[src/rtl/pcd8544_spi_tx_if.sv]
// Byte handshake between the LCD sequencer (master) and the PCD8544 SPI
// transmitter (slave): one byte plus a command/data flag per transfer.
interface pcd8544_spi_tx_if;
  logic [7:0]  data_in;
  logic        start;
  logic        command;
  logic [15:0] div_factor;
  logic        busy;
  logic        avail;

  modport master (
    output data_in, start, command, div_factor,
    input  busy, avail
  );

  modport slave (
    input  data_in, start, command, div_factor,
    output busy, avail
  );
endinterface

[src/rtl/pcd8544_spi_tx.sv]
// Byte-level SPI transmitter for the PCD8544 (Nokia 5110) LCD.
// Generates the LCD hardware reset pulse after system reset, then serialises
// bytes MSB-first on mosi/sclk with sce/dc framing, pulsing avail per byte.
module pcd8544_spi_tx #(
  parameter int RST_LOW  = 16,
  parameter int RST_WAIT = 16
) (
  input  logic                    clk,
  input  logic                    reset,
  pcd8544_spi_tx_if.slave         bus,
  output logic                    mosi,
  output logic                    sclk,
  output logic                    sce,
  output logic                    dc,
  output logic                    rst
);

  typedef enum logic [2:0] {
    LCD_RST,
    LCD_WAIT,
    IDLE,
    LOAD,
    SHIFT_LO,
    SHIFT_HI,
    DONE,
    GAP
  } state_t;

  localparam logic [15:0] RST_LOW_LAST  = 16'(RST_LOW - 1);
  localparam logic [15:0] RST_WAIT_LAST = 16'(RST_WAIT - 1);

  state_t      state;
  state_t      state_next;
  logic [15:0] cnt;
  logic [15:0] half_n;
  logic [2:0]  bit_cnt;
  logic [7:0]  shift_reg;
  logic        cnt_clr;
  logic        load;
  logic        shift;

  // A divider of zero would stall the shifter, so it is clamped to one.
  function automatic logic [15:0] clamp_div(input logic [15:0] d);
    return (d == 16'd0) ? 16'd1 : d;
  endfunction

  // State register.
  always_ff @(posedge clk) begin
    if (reset) begin
      state <= LCD_RST;
    end else begin
      state <= state_next;
    end
  end

  // Next-state decode and per-cycle control strobes.
  always_comb begin
    state_next = state;
    cnt_clr    = 1'b0;
    load       = 1'b0;
    shift      = 1'b0;
    unique case (state)
      LCD_RST: begin
        if (cnt == RST_LOW_LAST) begin
          state_next = LCD_WAIT;
          cnt_clr    = 1'b1;
        end
      end
      LCD_WAIT: begin
        if (cnt == RST_WAIT_LAST) begin
          state_next = IDLE;
          cnt_clr    = 1'b1;
        end
      end
      IDLE: begin
        if (bus.start) begin
          state_next = LOAD;
        end
      end
      LOAD: begin
        load       = 1'b1;
        cnt_clr    = 1'b1;
        state_next = SHIFT_LO;
      end
      SHIFT_LO: begin
        if (cnt == half_n - 16'd1) begin
          state_next = SHIFT_HI;
          cnt_clr    = 1'b1;
        end
      end
      SHIFT_HI: begin
        if (cnt == half_n - 16'd1) begin
          cnt_clr = 1'b1;
          if (bit_cnt == 3'd0) begin
            state_next = DONE;
          end else begin
            shift      = 1'b1;
            state_next = SHIFT_LO;
          end
        end
      end
      DONE: begin
        state_next = bus.start ? GAP : IDLE;
      end
      GAP: begin
        state_next = LOAD;
      end
      default: begin
        state_next = LCD_RST;
      end
    endcase
  end

  // Shared cycle counter for the reset phases and the sclk half-periods.
  always_ff @(posedge clk) begin
    if (reset || cnt_clr) begin
      cnt <= 16'd0;
    end else begin
      cnt <= cnt + 16'd1;
    end
  end

  // Byte capture at LOAD and MSB-first shifting after each sclk high phase.
  always_ff @(posedge clk) begin
    if (reset) begin
      shift_reg <= 8'd0;
      dc        <= 1'b0;
      bit_cnt   <= 3'd0;
    end else if (load) begin
      shift_reg <= bus.data_in;
      dc        <= bus.command;
      bit_cnt   <= 3'd7;
      half_n    <= clamp_div(bus.div_factor);
    end else if (shift) begin
      shift_reg <= {shift_reg[6:0], 1'b0};
      bit_cnt   <= bit_cnt - 3'd1;
    end
  end

  // Outputs registered from the next state so the LCD pins never glitch.
  always_ff @(posedge clk) begin
    if (reset) begin
      sclk      <= 1'b0;
      sce       <= 1'b1;
      rst       <= 1'b0;
      bus.busy  <= 1'b1;
      bus.avail <= 1'b0;
    end else begin
      sclk      <= (state_next == SHIFT_HI);
      sce       <= !((state_next == LOAD) || (state_next == SHIFT_LO) ||
                     (state_next == SHIFT_HI) || (state_next == DONE) ||
                     (state_next == GAP));
      rst       <= (state_next != LCD_RST);
      bus.busy  <= (state_next != IDLE);
      bus.avail <= (state_next == DONE);
    end
  end

  assign mosi = shift_reg[7];

endmodule

[src/flat_wrapper.sv]
// flat-port wrapper written by rule: the top's interface ports become plain ports
module pcd8544_spi_tx_flat 
#(
  parameter int RST_LOW  = 16,
  parameter int RST_WAIT = 16
)
  (clk, reset, mosi, sclk, sce, dc, rst, bus_data_in, bus_start, bus_command, bus_div_factor, bus_busy, bus_avail);
  pcd8544_spi_tx_if bus_i ();
  input  logic clk;
  input  logic reset;
  output logic mosi;
  output logic sclk;
  output logic sce;
  output logic dc;
  output logic rst;
  input wire logic [$bits(bus_i.data_in)-1:0] bus_data_in;
  input wire logic [$bits(bus_i.start)-1:0] bus_start;
  input wire logic [$bits(bus_i.command)-1:0] bus_command;
  input wire logic [$bits(bus_i.div_factor)-1:0] bus_div_factor;
  output wire logic [$bits(bus_i.busy)-1:0] bus_busy;
  output wire logic [$bits(bus_i.avail)-1:0] bus_avail;
  assign bus_i.data_in = bus_data_in;
  assign bus_i.start = bus_start;
  assign bus_i.command = bus_command;
  assign bus_i.div_factor = bus_div_factor;
  assign bus_busy = bus_i.busy;
  assign bus_avail = bus_i.avail;
  pcd8544_spi_tx #(.RST_LOW(RST_LOW), .RST_WAIT(RST_WAIT)) u_core (.clk(clk), .reset(reset), .bus(bus_i), .mosi(mosi), .sclk(sclk), .sce(sce), .dc(dc), .rst(rst));
endmodule
[config.mk]
export PLATFORM = sky130hd
export DESIGN_NAME = pcd8544_spi_tx_flat
export DESIGN_NICKNAME = d
export VERILOG_FILES = /design/src/rtl/pcd8544_spi_tx_if.sv /design/src/rtl/pcd8544_spi_tx.sv /design/src/flat_wrapper.sv
export SDC_FILE = /design/constraint.sdc
export NUM_CORES = 1
export LEC_CHECK = 0
export ABC_CLOCK_PERIOD_IN_PS = 3800
export CORE_UTILIZATION = 48
export CTS_BUF_LIST = sky130_fd_sc_hd__clkbuf_8
export DETAILED_ROUTE_END_ITERATION = 10
export HOLD_SLACK_MARGIN = 0.06
export PLACE_DENSITY = 0.71
export SKIP_CTS_REPAIR_TIMING = 1
export SLEW_MARGIN = 10
export SYNTH_ARGS = -nofsm -noshare
export SYNTH_HDL_FRONTEND = slang
export SYNTH_SLANG_ARGS = --single-unit
[constraint.sdc]
create_clock -name clk -period 3.8 [get_ports clk]
set_input_delay 1.14 -clock clk [delete_from_list [all_inputs] [get_ports clk]]
set_output_delay 1.14 -clock clk [all_outputs]
set_load 0.03 [all_outputs]
---- Word-level counts from Yosys, hierarchy flattened ----
Cells that the tools add are included.
word-level totals
  bits of input ports ..................... 28
  logic and storage cells ................. 63
  bits in registers ....................... 52
operators by class
  reduce and logical (&&, ||, !) cells .... 14
  bitwise logic cells ..................... 1
  mux-type cells .......................... 19
  $add $sub $neg .......................... 3
  equality and inequality tests ........... 15
operators by type and width
  cell                                                                     count
  3-bit equality test (second input constant)                              8
  3-bit 2-to-1 mux                                                         8
  3-bit case mux with 8 select lines                                       1
  16-bit by 1-bit adder with 16-bit output (second input constant)         1
  16-bit equality test                                                     1
  16-bit by 4-bit equality test with 1-bit output (second input constant)  1
  16-bit zero test                                                         1
  8-bit 2-to-1 mux                                                         2
  16-bit by 1-bit subtractor with 16-bit output (second input constant)    1
  3-bit by 2-bit equality test with 1-bit output (second input constant)   3
  3-bit zero test                                                          2
  1-bit 2-to-1 mux                                                         6
  1-bit logical OR                                                         5
  2-bit OR reduction                                                       2
  3-bit by 1-bit equality test with 1-bit output (second input constant)   1
  3-bit by 2-bit != test with 1-bit output (second input constant)         1
  1-bit case mux with 3 select lines                                       1
  3-bit nonzero test                                                       1
  3-bit by 1-bit subtractor with 3-bit output (second input constant)      1
  2-bit 2-to-1 mux                                                         1
  2-bit AND reduction                                                      1
  2-bit nonzero test                                                       1
  1-bit zero test                                                          1
  1-bit NOT                                                                1

---- Depth between registers and ports, before layout ----
Gate-level depths: netlist (run 1).
  word-level depth ........................ 10
  gate-level depth with buffers ........... 10
  depth with buffers taken out ............ 9

---- Worst setup path before layout (run 1) ----
No wires, ideal clock.
  kind .................................... reg-to-reg
  start ................................... register u_core.half_n[3]
  end ..................................... register u_core.cnt[10]
  required time ........................... 3666 ps
  slack ................................... 936 ps
  arrival time ............................ 2731 ps
  cell stages (with the launch flop) ...... 9
  library setup time ...................... 134 ps
  path through ............................ edfxtp_1 > or4_4 > nor4b_1 > xnor2_1 > o2111ai_1 > or4_1 > a21oi_2 > buf_4 > nor4_1
between the ends
  word-level cells in the longest chain between the ends .. 5
ends and longest elaborated chain
  item                                           line                                        source
  start, declared                                pcd8544_spi_tx.sv:35                        logic [15:0] half_n;
  start signal, assigned                         pcd8544_spi_tx.sv:133                       half_n <= clamp_div(bus.div_factor);
  16-bit by 1-bit subtractor with 16-bit output  pcd8544_spi_tx.sv:86, pcd8544_spi_tx.sv:92
  16-bit equality test                           pcd8544_spi_tx.sv:86, pcd8544_spi_tx.sv:92
  1-bit 2-to-1 mux                               pcd8544_spi_tx.sv:86, pcd8544_spi_tx.sv:92
  1-bit case mux with 3 select lines             pcd8544_spi_tx.sv:62                        unique case (state)
  1-bit logical OR                               pcd8544_spi_tx.sv:116                       if (reset || cnt_clr) begin
  end signal, assigned                           pcd8544_spi_tx.sv:119                       cnt <= cnt + 16'd1;
  end, declared                                  pcd8544_spi_tx.sv:34                        logic [15:0] cnt;
Every way passes these cells.
A chain may end at the register's enable or synchronous reset.

---- Final worst setup path (run 1) ----
  start ................................... register u_core.half_n[3]
  end ..................................... register u_core.bit_cnt[1]
between the ends
  word-level cells in the longest chain between the ends .. 5
ends and longest elaborated chain
  item                                           line                   source
  16-bit by 1-bit subtractor with 16-bit output  pcd8544_spi_tx.sv:92   if (cnt == half_n - 16'd1) begin
  16-bit equality test                           pcd8544_spi_tx.sv:92
  1-bit 2-to-1 mux                               pcd8544_spi_tx.sv:92
  1-bit 2-to-1 mux                               pcd8544_spi_tx.sv:62
  2-bit nonzero test (no source line)            -
  end signal, assigned                           pcd8544_spi_tx.sv:136  bit_cnt <= bit_cnt - 3'd1;
  end, declared                                  pcd8544_spi_tx.sv:36   logic [2:0] bit_cnt;
Every way passes these cells.

==> results of run 1 <==
-- kinds of logic after synthesis --
family	Yosys count	synth area share, %
AOI/OAI and AO/OA	47	11.61
and+or+nand+nor	122	24.65
adders and majority gates	4	1.787
DFF	52	42.88
xor gates and xnor gates	32	10.00
buffers and inverters	40	5.761
muxes	9	3.305
-- stage by stage --
stage | instances | total power, uW | util (%)
2_1_floorplan | 306 | 606.9 | -
3_3_place_gp | 387 | 636.2 | 56.30
3_5_place_dp | 387 | 636.8 | 56.30
4_1_cts | 395 | 952.6 | 57.85
5_1_grt | 395 | 985.3 | 57.85
6_report | 395 | 940.7 | 57.85
-- power by group --
part           total [uW]  switching, uW  internal [uW]
Sequential            578           4.34            573
Clock                 317            188            129
Combinational        45.9           15.0           31.0
Total                 941            207            734
-- layer usage --
metal / share of wire (%) / up-vias
met4: 2.7 / 0
met5: 0 / -
met2: 47 / 64
met1: 45 / 1045
met3: 5.6 / 18
li1: - / 1137
-- cell usage after synthesis (all sizes together), types with 6 or more instances --
library cell,n,area [um2]
dfxtp,36,720.7
nor4,27,181.4
clkbuf,25,93.84
nor2,24,90.09
nand2,19,71.32
xnor2,18,157.7
edfxtp,16,480.5
a21oi,14,73.82
xor2,14,122.6
inv,12,45.04
a211oi,7,52.55
mux2i,7,70.07
nand3,7,35.03
nand4,6,37.54
nor3,6,30.03
o21ai,6,30.03
-- layout make-up --
cell class,instances,area (um2)
inverter,12,45.04
fill,502,2350
clock buffer,5,68.82
clock inverter,3,17.52
tap,72,90.09
timing repair buffer,37,362.8
multi-input combinational,214,1439
sequential,52,1201
-- worst max-delay path: stages (launching register included) --
cell      delay [ns]
edfxtp_1        0.50
or4_4           0.61
o22a_1          0.22
nor4_1          0.33
nand4_1         0.24
or4_4           0.69
mux2_2          0.31
a21oi_1         0.12
-- worst paths after layout --
kind / start / end / slack, ns / cells past startpoint
max reg2reg: u_core.half_n[3] / u_core.bit_cnt[1] / 0.70 / 7
min reg2reg: u_core.dc / u_core.dc / 0.46 / 2
max: u_core.half_n[3] / u_core.bit_cnt[1] / 0.70 / 7
min: u_core.dc / u_core.dc / 0.46 / 2
==> out/qor.txt, run 1 <==
Post-synth cell types - 52
Leakage power - 0.001139 uW
Synth warn - 0
Pre-CTS WS - 0.7301 ns
GRT busiest layer - met2
DR vias/cell - 5.732
Syn_area_per_cell - 9.155 um2
FMAX - 322.7 MHz
Maximum fanout along the worst path - 12
DRC violations left - 0
Worst Max-Slew Pin Slew - 0.7415 ns
Layout area overhead - 15.10%
Net Count, Synth - 338
TritonCTS clock tree - built
Std-Cell Rows - 27
Worst slew margin - 50.57%
Clk slew on worst S/H paths - 0.10 ns
Die Ht - 78.40 um
Htree depth - 2
Mapped Cells - 306
Status - finished clean
Total die area - 0.006146 mm2
CTS buffer count - 5
Via count - 2264
Type of origin of the critical path - register
Most frequent cells in the layout - dfxtp_1, clkdlybuf4s50_1, nor4_1
RSZ-0062 raised after global routing - false
Clk sinks - 52
Clk_lat worst skew - 0.31 ns
Final Setup Violations - 0
Worst setup path class - register to register
Power per Cell Area - 291.7 mW/mm2
DP Area - 0.003138 mm2
Met3 usage - 5.581%
DRT antenna net count - 0
Data arrival time of the critical path - 3.34 ns
Maxcap violations - 0
Post-detail-place hpwl - 4315 um
Global-route met2 utilization - 34.47%
Most used flip-flop cell after synthesis - dfxtp_1
Clock Path Buffers - 2
Post-synth EDFFs - 16
Cell area after synthesis - 0.002801 mm2
Seq cells post-synth - 52
Largest net degree at the start of global routing - 22
Root buffer cell - clkbuf_8
Initial antenna violation count - 0
Fraction of registers with async set/reset - 0%
GRT overflow - 0
Core footprint - 0.005574 mm2
Worst path required time - 4.04 ns
Detailed Routing Iterations Pass 1 - 4
CP Capture Type - register
Worst-case clock skew - 0.005134 ns
First-pass GRT wire length - 9949 um
Final WL - 5917 um
Port bufs - 34
1st-iter DRT viols - 77
HP Class - register to register
Final Max Slew Viols - 0
Tmin final - 3.099 ns
Post-synthesis sequential area ratio - 42.88%
Fin. Hold Viols - 0
Setup_tns - 0 ns
Number of diodes - 0
Final Instance Area - 0.003224 mm2
Hold slack final - 0.4581 ns
Io pins - 35
Vias in the first global route - 2124
GR Layer Usage met1 - 25.62%
Maximum vdd drop - 0.0001854 V
Routed len/inst - 14.98 um
Part of the cycle the worst path needs - 81.55%
Starting Density - 50.26%
RePlAce Congestion - 0.8859
Most common cell after layout, fill and taps aside - dfxtp_1
All-layer global routing usage - 20.99%
Setup ws final - 0.7012 ns
Die Width - 78.40 um
Layout cell share with drive strength beyond 1 - 7.121%
Final nets - 354
Note: power is estimated with default switching activity, not from simulation.
==> run 2, diff against run 1 <==
- ABC_CLOCK_PERIOD_IN_PS: 3800 -> 3100
- clock period: 3.8 -> 3.1 ns (I/O delays scaled with it)
==> out/qor.txt, run 2 (synthesized netlist as in run 1, its figures left out) <==
Status - finished clean
Core footprint - 0.005574 mm2
Data arrival time of the critical path - 3.17 ns
Clock Path Buffers - 2
CP Capture Type - register
Htree depth - 2
Setup_tns - 0 ns
Part of the cycle the worst path needs - 94.55%
Initial antenna violation count - 0
Pre-CTS WS - 0.1737 ns
Hold slack final - 0.4622 ns
Detailed Routing Iterations Pass 1 - 5
Leakage power - 0.001197 uW
Layout area overhead - 18.98%
Via count - 2295
Root buffer cell - clkbuf_8
Final Util - 59.80%
FMAX - 341.2 MHz
Setup ws final - 0.1688 ns
Power per Cell Area - 373.5 mW/mm2
Critical Path Source - u_core.half_n[3]
Worst path required time - 3.34 ns
RePlAce Congestion - 0.9585
Die Width - 78.40 um
Maximum vdd drop - 0.0003002 V
Share of power burned in registers - 57.0%
Die Ht - 78.40 um
Final Setup Violations - 0
Fin. Hold Viols - 0
1st-iter DRT viols - 117
All-layer global routing usage - 20.19%
DR vias/cell - 5.681
Worst hold start - u_core.dc
CTS buffer count - 5
Worst setup path class - register to register
Std-Cell Rows - 27
Io pins - 35
Clk_lat worst skew - 0.31 ns
Switching pwr - 258.3 uW
Clk slew on worst S/H paths - 0.10 ns
Final Max Slew Viols - 0
Post-detail-place hpwl - 4356 um
Maximum fanout along the worst path - 12
Layout cell share with drive strength beyond 1 - 9.940%
HP Class - register to register
Internal power - 986.8 uW
Worst slew margin - 51.03%
GRT overflow - 0
Maxcap violations - 0
Final WL - 5816 um
Most frequent cells in the layout - dfxtp_1, clkdlybuf4s50_1, nor4_1
Routed len/inst - 14.40 um
Most common cell after layout, fill and taps aside - dfxtp_1
Total die area - 0.006146 mm2
Critical R2R Launch - u_core.half_n[3]
RSZ-0062 raised after global routing - false
First-pass GRT wire length - 9742 um
Combinational share of power - 4.6%
Switching fraction of total power - 20.74%
Number of diodes - 0
Type of origin of the critical path - register
Port bufs - 34
Vias in the first global route - 2127
Tmin final - 2.931 ns
Worst Max-Slew Pin Slew - 0.7346 ns
TritonCTS clock tree - built
Starting Density - 50.26%
DRC violations left - 0
Largest net degree at the start of global routing - 22
Worst-case clock skew - 0.006710 ns
DRT antenna net count - 0
Clock power share - 38.4%
Clk sinks - 52
Final nets - 363
run 2: changes by cell type in the layout (fill, tap and decap cells not counted), sizes merged:
cell    previous run  this run
buf                3        12
bufinv             0         1
inv               14        13
run 2: worst paths after layout:
check	endpoint	slack [ns]	depth (start not counted)
max	u_core.bit_cnt[1]	0.17	7
min	u_core.dc	0.46	2
max reg2reg	u_core.bit_cnt[1]	0.17	7
min reg2reg	u_core.dc	0.46	2
run 2: through the flow:
stage	total power [uW]	cells	instance area, um2
after floorplan	743.9	306	2801
after global placement	782.9	396	3218
after detailed placement	783.3	396	3218
after CTS	1256	404	3333
after global routing	1289	404	3333
final	1245	404	3333
run 2: layout make-up:
class	count	area (um2)
clock inverter	3	46.29
inverter	12	45.04
clock buffer	5	68.82
multi-input combinational	214	1439
fill	493	2241
timing repair buffer	46	442.9
sequential	52	1201
tap	72	90.09
run 2: power by group through the flow:
stage | sequential [uW] | clock (uW) | combinational (uW)
floorplan | 722 | 0 | 21.5
global placement | 726 | 0 | 57.2
detailed placement | 726 | 0 | 57.6
CTS | 710 | 488 | 57.8
global route | 711 | 516 | 63.0
finish | 710 | 478 | 57.5
run 2: per-layer routing:
| layer | track usage [%] | routed length, um | vias to the layer above | part of all wire (%) |
|---|---|---|---|---|
| met5 | 0 | 0 | - | 0 |
| met2 | 35.00 | 2850 | 59 | 49 |
| met1 | 24.82 | 2573 | 1077 | 44 |
| met3 | 4.302 | 243 | 10 | 4.2 |
| li1 | - | - | 1149 | - |
| met4 | 6.667 | 148 | 0 | 2.5 |
run 2: worst max-delay path: stages, from the launching register on:
cell and delay, ns:
edfxtp_1 0.41, or4_4 0.59, nor4b_1 0.38, xnor2_1 0.16, o2111ai_1 0.22, or4_4 0.66
mux2_2 0.31, a21oi_1 0.13
==> run 3, diff against run 2 <==
- SLEW_MARGIN: 10 -> unset
==> results of run 3 <==
Same layout as run 2: the final DEF is identical, and so are final timing and power.
